<file path="src/rtl/seq_det_div.sv">
// Serial pattern detector with an integrated sample-rate prescaler.
// ser_in is sampled once every DIV clocks; each PAT_W-bit match raises a one-clock pulse and is counted.
module seq_det_div #(
    parameter int                 DIV     = 3,
    parameter int                 PAT_W   = 4,
    parameter logic [PAT_W-1:0]   PATTERN = 4'b1011,
    parameter int                 CNT_W   = 8
) (
    input  logic             clk,
    input  logic             rst,
    input  logic             ser_in,
    input  logic             pat_load,
    input  logic [PAT_W-1:0] pat_in,
    input  logic             overlap_en,
    input  logic             clr_cnt,
    output logic             sample_tick,
    output logic             out,
    output logic [CNT_W-1:0] match_cnt
);

    localparam int DIV_W  = (DIV > 1) ? $clog2(DIV) : 1;
    localparam int FILL_W = $clog2(PAT_W + 1);
    localparam logic [DIV_W-1:0]  DIV_LAST  = DIV_W'(DIV - 1);
    localparam logic [FILL_W-1:0] FILL_FULL = FILL_W'(PAT_W);
    localparam logic [CNT_W-1:0]  CNT_MAX   = {CNT_W{1'b1}};

    logic [DIV_W-1:0]  div_cnt_q, div_cnt_d;
    logic [PAT_W-1:0]  shift_q, shift_d;
    logic [PAT_W-1:0]  pattern_q, pattern_d;
    logic [FILL_W-1:0] fill_q, fill_d, fill_inc;
    logic [CNT_W-1:0]  cnt_q, cnt_d;
    logic              out_q, out_d;
    logic              tick;
    logic              hit;

    assign tick        = (div_cnt_q == DIV_LAST);
    assign sample_tick = tick;
    assign out         = out_q;
    assign match_cnt   = cnt_q;

    always_comb begin
        div_cnt_d = tick ? '0 : div_cnt_q + DIV_W'(1);
        shift_d   = shift_q;
        pattern_d = pattern_q;
        fill_d    = fill_q;
        fill_inc  = (fill_q == FILL_FULL) ? fill_q : fill_q + FILL_W'(1);
        hit       = 1'b0;

        // A pattern load restarts the window and swallows any coincident sample.
        if (pat_load) begin
            pattern_d = pat_in;
            shift_d   = '0;
            fill_d    = '0;
        end else if (tick) begin
            shift_d = {shift_q[PAT_W-2:0], ser_in};
            fill_d  = fill_inc;
            hit     = (fill_inc == FILL_FULL) && (shift_d == pattern_q);
            if (hit && !overlap_en) begin
                fill_d = '0;
            end
        end

        cnt_d = cnt_q;
        if (clr_cnt) begin
            cnt_d = '0;
        end else if (hit && (cnt_q != CNT_MAX)) begin
            cnt_d = cnt_q + CNT_W'(1);
        end

        out_d = hit;
    end

    always_ff @(posedge clk) begin
        if (!rst) begin
            div_cnt_q <= '0;
            shift_q   <= '0;
            pattern_q <= PATTERN;
            fill_q    <= '0;
            cnt_q     <= '0;
            out_q     <= 1'b0;
        end else begin
            div_cnt_q <= div_cnt_d;
            shift_q   <= shift_d;
            pattern_q <= pattern_d;
            fill_q    <= fill_d;
            cnt_q     <= cnt_d;
            out_q     <= out_d;
        end
    end

endmodule

</file>
<file path="config.mk">
export PLATFORM = sky130hd
export DESIGN_NAME = seq_det_div
export DESIGN_NICKNAME = d
export VERILOG_FILES = /design/src/rtl/seq_det_div.sv
export SDC_FILE = /design/constraint.sdc
export NUM_CORES = 1
export LEC_CHECK = 0
export BUFFER_PORTS_ARGS = -buffer_cell sky130_fd_sc_hd__buf_2
export CORE_MARGIN = 3
export CORE_UTILIZATION = 53
export DETAILED_ROUTE_END_ITERATION = 10
export PLACE_DENSITY = 0.77
export SYNTH_ARGS = -nofsm -noshare
export SYNTH_HDL_FRONTEND = slang
export SYNTH_SLANG_ARGS = --single-unit
</file>
<file path="constraint.sdc">
create_clock -name clk -period 3 [get_ports clk]
set_input_delay 0.45 -clock clk [delete_from_list [all_inputs] [get_ports clk]]
set_output_delay 0.45 -clock clk [all_outputs]
set_load 0.02 [all_outputs]
</file>
## After elaboration in Yosys (flattened, before gate mapping)

Index checks and enable logic that the tools add are counted.

| storage, ports and cells | value |
|---|---|
| output and inout bits | 10 |
| input port bits | 10 |
| logic and storage cells | 26 |
| register bits after elaboration | 21 |

| cells by class | value |
|---|---|
| reductions and logical operators | 7 |
| bitwise gates (word level) | 1 |
| equal/unequal tests | 5 |
| add/sub/neg operators | 3 |
| multiplexer cells | 4 |

Operators by type and width:

| kind | number |
|---|---|
| $add 8x1->8 const B | 1 |
| $ne 8x8->1 const B | 1 |
| $eq 3x3->1 const B | 2 |
| $mux 3 | 2 |
| $reduce_or 2->1 | 3 |
| $eq 4x4->1 | 1 |
| $add 3x1->3 const B | 1 |
| $logic_and 1x1->1 | 3 |
| $add 2x1->2 const B | 1 |
| $eq 2x2->1 const B | 1 |
| $mux 1 | 2 |
| $logic_not 1->1 | 1 |
| $not 1->1 | 1 |

## Longest topological paths before layout

Gate-level depths: netlist of run 1.

| logic depth | value |
|---|---|
| depth after elaboration | 7 |
| depth in mapped cells | 8 |
| gate-level depth less buffers | 7 |

## Least setup slack after synthesis of run 1

Ideal clock, no wire load.

| timing | value |
|---|---|
| path kind | register -> register |
| from | reg div_cnt_q[0] |
| to | reg cnt_q[7] (netlist: match_cnt[7]) |
| period minus slack after synthesis | 2.090 ns |
| data arrival time | 1.954 ns |
| path buffers | 1 |
| data required time | 2.864 ns |
| slack | 0.910 ns |
| library setup time | 0.136 ns |
| cell stages (with the launch flop) | 7 |
| path through | dfxtp_1 inv_1 ha_1 clkbuf_1 or4b_2 nor4_1 a211oi_1 |

| between the ends | value |
|---|---|
| word-level cells in the longest chain between the ends | 4 |

RTL lines:

| item | line | text |
|---|---|---|
| start: declaration | 27 | `logic [DIV_W-1:0] div_cnt_q, div_cnt_d;` |
| start signal: assignment | 82 | `div_cnt_q <= div_cnt_d;` |
| $eq 2x2->1 | 36 | `assign tick = (div_cnt_q == DIV_LAST);` |
| named net sample_tick | 16 | `output logic sample_tick,` |
| $mux 1 | 54 | `end else if (tick) begin` |
| $mux 1 | 50 | `if (pat_load) begin` |
| $logic_and 1x1->1 | 66 | `end else if (hit && (cnt_q != CNT_MAX)) begin` |
| end signal: assignment | 86 | `cnt_q <= cnt_d;` |
| end: declaration | 31 | `logic [CNT_W-1:0] cnt_q, cnt_d;` |

The timed path passes the listed nets, and every way through them passes these cells.
A chain may end at the register's enable or synchronous reset.

## Worst setup path in the final report of run 1

| timing | value |
|---|---|
| from | reg div_cnt_q[0] |
| to | reg cnt_q[4] (netlist: match_cnt[4]) |

| between the ends | value |
|---|---|
| word-level cells in the longest chain between the ends | 4 |

RTL lines:

| item | line |
|---|---|
| $eq 2x2->1 | 36 |
| $mux 1 | 54 |
| $mux 1 | 50 |
| $logic_and 1x1->1 | 66 |

Every way passes these cells.

==> results of run 1 <==
## kinds of logic (layout without fill, tap and decap cells)
family,count (synthesis),after routing,share of synthesized area
muxes,8,8,0.0777
AOI/OAI and AO/OA,17,17,0.0995
DFF,21,21,0.408
and+or+nand+nor,51,51,0.283
adders and majority gates,4,4,0.0485
buffers and inverters,7,27,0.0328
xor gates and xnor gates,6,6,0.0510
## worst reg2reg max path, delay by kind of cell (launching register included)
family | cells | cell delay (ns)
simple gates | 3 | 1.18
fa+ha+maj | 1 | 0.44
flops | 1 | 0.34
compound gates | 1 | 0.14
buf+inv | 1 | 0.05
## registers in the layout, indices dropped and copies added, names as in the netlist
| register | count |
|---|---|
| div_cnt_q | 2 |
| fill_q | 3 |
| match_cnt | 8 |
| out | 1 |
| pattern_q | 4 |
| shift_q | 3 |
## layer usage
metal	global-route usage	share of wire	vias to the layer above	wire, um
met4	0.0829	0.021	0	41
met2	0.300	0.47	17	909
met1	0.207	0.47	417	894
met3	0.0363	0.038	5	72
li1	-	-	447	-
met5	0	0	-	0
## Yosys cell counts
cell type	instances
sky130_fd_sc_hd__and4b_1	1
sky130_fd_sc_hd__nand4_1	1
sky130_fd_sc_hd__nor4b_2	1
sky130_fd_sc_hd__or4_4	1
sky130_fd_sc_hd__and2_1	3
sky130_fd_sc_hd__nand3_1	5
sky130_fd_sc_hd__or4_1	2
sky130_fd_sc_hd__a211oi_1	1
sky130_fd_sc_hd__o21ai_0	3
sky130_fd_sc_hd__xnor2_1	5
sky130_fd_sc_hd__or3_2	2
sky130_fd_sc_hd__buf_1	1
sky130_fd_sc_hd__and3_1	2
sky130_fd_sc_hd__xor2_1	1
sky130_fd_sc_hd__a41o_1	1
sky130_fd_sc_hd__nor4_1	3
sky130_fd_sc_hd__nand2_1	9
sky130_fd_sc_hd__nor2b_1	2
sky130_fd_sc_hd__clkbuf_1	2
sky130_fd_sc_hd__and3b_1	1
sky130_fd_sc_hd__dfxtp_1	21
sky130_fd_sc_hd__ha_1	4
sky130_fd_sc_hd__buf_6	1
sky130_fd_sc_hd__nand3b_1	1
sky130_fd_sc_hd__nand2b_1	3
sky130_fd_sc_hd__nor2_1	10
sky130_fd_sc_hd__o21a_1	1
sky130_fd_sc_hd__inv_1	3
sky130_fd_sc_hd__o31ai_1	2
sky130_fd_sc_hd__or4b_2	1
sky130_fd_sc_hd__a21oi_1	7
sky130_fd_sc_hd__a31oi_1	2
sky130_fd_sc_hd__nor3_1	3
sky130_fd_sc_hd__mux2i_1	8
## power breakdown
| part | internal (mW) | total, mW | leakage [nW] | switching (mW) |
|---|---|---|---|---|
| clock network | 0.0499 | 0.140 | 0.0177 | 0.0904 |
| registers | 0.289 | 0.294 | 0.171 | 0.00531 |
| logic | 0.0289 | 0.0625 | 0.283 | 0.0336 |
| total | 0.368 | 0.497 | 0.472 | 0.129 |
## worst paths after layout
kind | end | from
hold / removal | fill_q[2] | overlap_en
hold reg to reg | div_cnt_q[0] | div_cnt_q[0]
setup / recovery | match_cnt[4] | div_cnt_q[0]
setup reg to reg | match_cnt[4] | div_cnt_q[0]
## area by class of cell
class	count	area [sq um]	area share
multi-input combinational	86	577	0.493
sequential	21	420	0.359
timing repair buffer	20	103	0.0877
tap	25	31.3	0.0267
clock buffer	3	22.5	0.0193
inverter	3	11.3	0.00963
clock inverter	1	5.00	0.00428
## per-stage QoR
| step | instances | setup WS (ns) | total power [mW] | area [sq um] | util |
|---|---|---|---|---|---|
| CTS | 159 | 0.753 | 0.500 | 1170 | 0.656 |
| global placement | 155 | 0.888 | 0.361 | 1140 | 0.641 |
| detailed placement | 155 | 0.812 | 0.363 | 1140 | 0.641 |
| global route | 159 | 0.611 | 0.520 | 1170 | 0.656 |
| finish | 159 | 0.772 | 0.497 | 1170 | 0.656 |
| floorplan | 114 | 0.910 | 0.347 | 1030 | - |
==> results.py, run 1 <==
metrics = {
    "outcome": {
        "outcome": "finished clean",
    },
    "cts": {
        "post_cts_resized": 0,
        "number_of_cts_inserted_buffers": 3,
        "max-clock-path-buffers": 2,
        "post_cts_buffers": 0,
        "clockRootBuffer": "sky130_fd_sc_hd__clkbuf_4",
        "cts-htree-levels": 1,
        "post_cts_hold_buffer_count": 0,
        "worst_setup_hold_path_clk_slew_ns": 0.12,
        "clock_sinks": 21,
        "tritoncts_clock_tree": "done",
        "clock_network_latency_to_the_later_pin_of_the_worst_skew_pair_ns": 0.31,
    },
    "setup_path": {
        "arrival_ns": 2.48,
        "setup.worst_path.start_class": "flop",
        "ordered_cell_list_for_the_critical_path": "inv_1, ha_1, nor4b_2, nand2_1, or4_1, a21oi_1",
        "cp_num_cells": 6,
        "worstPathMaxFanout": 12,
        "regToRegSetupSlack_ns": 0.77,
        "critPathBufInv": 1,
        "end_kind": "flop",
        "required_ns": 3.25,
        "timing.critical_path.slowest_cell_delay_ns": 0.51,
        "critical-path-top-delay-family": "simple AND/OR/NAND/NOR gates",
        "cell_count_of_the_worst_reg_to_reg_path": 6,
        "slowest_stage": "sky130_fd_sc_hd__or4_1",
        "worst-setup-path-type": "flop to flop",
    },
    "floorplan": {
        "starting_density": 0.578,
        "fp.coreArea_sq_mm": 0.00178,
        "die_width_um": 50.1,
        "row_count": 15,
        "die_area_sq_mm": 0.00251,
        "io_pins": 20,
        "die_h_um": 50.1,
    },
    "job": {
        "timing.max_cap.violations": 0,
    },
    "grt": {
        "grt_use_total": 0.176,
        "grt_pass1_wl_mm": 3.39,
        "number_of_antenna_violations_at_the_first_check_in_global_routing": 0,
        "grt_overflow_total": 0,
        "via_count_of_the_first_global_routing_pass": 835,
        "grt_max_degree": 13,
    },
    "sta": {
        "period_needed_ns": 2.23,
        "finalSetupTns_ns": 0,
        "fin_hold_ws_ns": 0.338,
        "drv_slew": 0,
        "final.setup_skew_ns": 0.00812,
        "max-slew-margin-rel": 0.686,
        "fin_crit_sh": 0.743,
        "setup_repair_after_global_routing_missed_its_margin": "false",
        "worstMarginPinSlew_ns": 0.471,
        "report.final.setup_viol": 0,
        "hold_viol": 0,
        "max_freq_mhz": 449,
    },
    "final_layout": {
        "fillers": 160,
        "n_antenna_cell": 0,
        "design.final.nets": 149,
        "final_cell_mix": "sky130_fd_sc_hd__dfxtp_1 (21), sky130_fd_sc_hd__buf_2 (19), sky130_fd_sc_hd__nor2_1 (10), sky130_fd_sc_hd__nand2_1 (9), sky130_fd_sc_hd__mux2i_1 (8)",
        "final_layout_size_suffix_gt1_frac": 0.216,
        "area_growth_syn_to_layout_pct": 13.5,
        "mostFrequentLayoutCell": "sky130_fd_sc_hd__dfxtp_1",
    },
    "route": {
        "via_per_instance_ratio": 5.57,
        "route.final.wire_length_mm": 1.92,
        "drcViolationCount": 0,
        "first_pass_iters": 4,
        "routed-via-count": 886,
        "drt-wirelength-per-cell_um": 12.1,
        "detailedRoute.firstIterationViolations": 10,
        "detail-route-antenna-nets": 0,
    },
    "pwr": {
        "power_density_mw_per_mm2": 425,
        "power_leakage_nw": 0.472,
        "ir_worst_vdd_mv": 0.279,
    },
    "logic_synthesis": {
        "synth_area_per_cell_sq_um": 9.04,
        "number_of_warnings_reported_in_the_yosys_synthesis_log": 0,
        "post_synth_num_cell_types": 34,
        "yosysSeqAreaShare": 0.408,
        "yosys-top-cells-area": "sky130_fd_sc_hd__dfxtp_1 (41%), sky130_fd_sc_hd__mux2i_1 (7.8%), sky130_fd_sc_hd__ha_1 (4.9%)",
        "yosysTopAreaCell": "sky130_fd_sc_hd__dfxtp_1",
        "synthesis.nets": 128,
        "synth-seq-cells": 21,
        "netlist.area_leader.share": 0.408,
        "netlist_instances": 114,
        "post_synth_instance_area_sq_mm": 0.00103,
    },
    "placement": {
        "numPortBuffers": 19,
        "gp_routability_congestion": 0.815,
        "place.detailed.hpwl_mm": 1.50,
    },
    "min_path": {
        "min_path_type": "primary input to flop",
        "holdPathStages": 2,
    },
}
Power figures use the tool's default switching activity.
==> run 2: changes to the inputs <==
==> constraint.sdc (replaced) <==
create_clock -name clk -period 2.1 [get_ports clk]
set_input_delay 0.315 -clock clk [delete_from_list [all_inputs] [get_ports clk]]
set_output_delay 0.315 -clock clk [all_outputs]
set_load 0.02 [all_outputs]
==> run 2 against run 1 <==
Against the previous run:
- register-to-register slack got worse by 0.73 ns
- clock power rose by 46%
- critical endpoint is now match_cnt[3]
- die area did not move
- clock skew rose by 0.00090 ns
- fmax rose by 8.4%
- sequential power rose by 43%
- critical path depth rose by 1
- wire length rose by 13%
- worst hold slack got worse by 0.14 ns
- non-clock buffer count rose by 6
- first-iteration DRC count rose by 60%
- highest routed layer unchanged
==> results.py, run 2 (synthesized netlist as in run 1, its figures left out) <==
metrics = {
    "final_layout": {
        "design.final.nets": 155,
        "final_cell_mix": "sky130_fd_sc_hd__dfxtp_1 (19), sky130_fd_sc_hd__buf_2 (19), sky130_fd_sc_hd__nor2_1 (10), sky130_fd_sc_hd__mux2i_1 (8)",
        "fin_cells": 165,
        "largest_register_ff_count": 8,
        "area_growth_syn_to_layout_pct": 23.8,
        "final_layout_size_suffix_gt1_frac": 0.336,
        "n_antenna_cell": 0,
    },
    "floorplan": {
        "die_h_um": 50.1,
        "row_count": 15,
        "fp.coreArea_sq_mm": 0.00178,
        "io_pins": 20,
        "starting_density": 0.578,
        "die_area_sq_mm": 0.00251,
        "die_width_um": 50.1,
    },
    "route": {
        "via_per_instance_ratio": 5.47,
        "routed-via-count": 903,
        "drcViolationCount": 0,
        "drt-wirelength-per-cell_um": 13.1,
        "route.final.wire_length_mm": 2.16,
        "detail-route-antenna-nets": 0,
        "detailedRoute.firstIterationViolations": 16,
        "first_pass_iters": 4,
    },
    "min_path": {
        "holdPathStages": 3,
        "worst_hold_startpoint": "pat_in[3]",
        "timing.hold.worst_endpoint": "pattern_q[3]",
        "min_path_type": "primary input to flop",
    },
    "setup_path": {
        "arrival_ns": 2.32,
        "end_kind": "flop",
        "regToRegSetupSlack_ns": 0.04,
        "rr_startpoint": "fill_q[1]",
        "r2r_end": "match_cnt[3]",
        "cell_count_of_the_worst_reg_to_reg_path": 7,
        "worstPathMaxFanout": 7,
        "worst-setup-path-type": "flop to flop",
        "required_ns": 2.36,
        "setup.worst_path.start_class": "flop",
    },
    "sta": {
        "setup_slack_ns": 0.0444,
        "max_freq_mhz": 486,
        "finalSetupTns_ns": 0,
        "report.final.setup_viol": 0,
        "worstMarginPinSlew_ns": 0.372,
        "period_needed_ns": 2.06,
        "final.setup_skew_ns": 0.00902,
        "hold_viol": 0,
        "setup_repair_after_global_routing_missed_its_margin": "true",
        "drv_slew": 0,
        "max-slew-margin-rel": 0.752,
        "fin_crit_sh": 0.979,
    },
    "job": {
        "timing.max_cap.violations": 0,
    },
    "cts": {
        "post_cts_hold_buffer_count": 0,
        "clock_sinks": 21,
        "cts-htree-levels": 1,
        "number_of_cts_inserted_buffers": 3,
        "clock_network_latency_to_the_later_pin_of_the_worst_skew_pair_ns": 0.32,
        "tritoncts_clock_tree": "done",
        "worst_setup_hold_path_clk_slew_ns": 0.12,
        "clockRootBuffer": "sky130_fd_sc_hd__clkbuf_4",
        "max-clock-path-buffers": 2,
    },
    "grt": {
        "grt_use_total": 0.179,
        "grt_overflow_total": 0,
        "grt_max_degree": 14,
        "number_of_antenna_violations_at_the_first_check_in_global_routing": 0,
        "grt_pass1_wl_mm": 3.41,
        "via_count_of_the_first_global_routing_pass": 789,
    },
    "pwr": {
        "power_leakage_nw": 0.508,
        "power_density_mw_per_mm2": 571,
        "fin_total_pwr_mw": 0.729,
        "ir_worst_vdd_mv": 0.474,
    },
    "placement": {
        "gp_routability_congestion": 0.814,
        "place.detailed.hpwl_mm": 1.54,
        "numPortBuffers": 19,
        "place_ws_ns": 0.0327,
        "place_inst": 158,
    },
    "outcome": {
        "outcome": "finished clean",
    },
}
-- run 2: worst max-delay path by stage --
stage                        end  slack, ns          from
detailed placement  match_cnt[5]       0.03     fill_q[1]
global placement    match_cnt[4]       0.09     fill_q[0]
floorplan           match_cnt[7]       0.01  div_cnt_q[0]
global route        match_cnt[5]      -0.02     fill_q[1]
finish              match_cnt[3]       0.04     fill_q[1]
CTS                 match_cnt[4]      0.004     fill_q[0]
-- run 2: timing repair --
| item | in CTS | in global routing |
|---|---|---|
| pin swaps | 0 | 9 |
| setup endpoints to repair | 2 | 6 |
| setup buffers | 2 | 1 |
| gates resized for setup | 1 | 14 |
-- run 2: layer usage --
layer | track usage | vias up | routed length [um]
li1 | - | 462 | -
met1 | 0.222 | 403 | 999
met2 | 0.280 | 34 | 1010
met3 | 0.0725 | 4 | 119
met4 | 0.0553 | 0 | 25
met5 | 0 | - | 0
-- run 2: through the flow --
stage	hold WS, ns	area, sq um	util
after global routing	0.196	1280	0.716
after floorplan	0.377	1030	-
after detailed placement	0.424	1160	0.653
after global placement	0.399	1160	0.653
final	0.199	1280	0.716
after CTS	0.193	1210	0.679
-- run 2: critical path, cell delays in order (launching register included) --
cell	delay [ns]
sky130_fd_sc_hd__dfxtp_2	0.36
sky130_fd_sc_hd__inv_2	0.06
sky130_fd_sc_hd__ha_4	0.15
sky130_fd_sc_hd__nand2_4	0.06
sky130_fd_sc_hd__xnor2_2	0.15
sky130_fd_sc_hd__or4_4	0.58
sky130_fd_sc_hd__or3_2	0.48
sky130_fd_sc_hd__a21oi_2	0.15
-- run 2: power by group --
part	internal, mW	switching [mW]	total, mW
Combinational	0.0509	0.0527	0.104
Clock	0.0729	0.132	0.205
Sequential	0.413	0.00744	0.420
Total	0.537	0.192	0.729
-- run 2: final cells by class --
type | count | area (sq um)
clock inverter | 1 | 7.51
tap | 25 | 31.3
fill | 147 | 507
inverter | 3 | 11.3
clock buffer | 3 | 22.5
multi-input combinational | 86 | 633
sequential | 21 | 423
timing repair buffer | 26 | 148
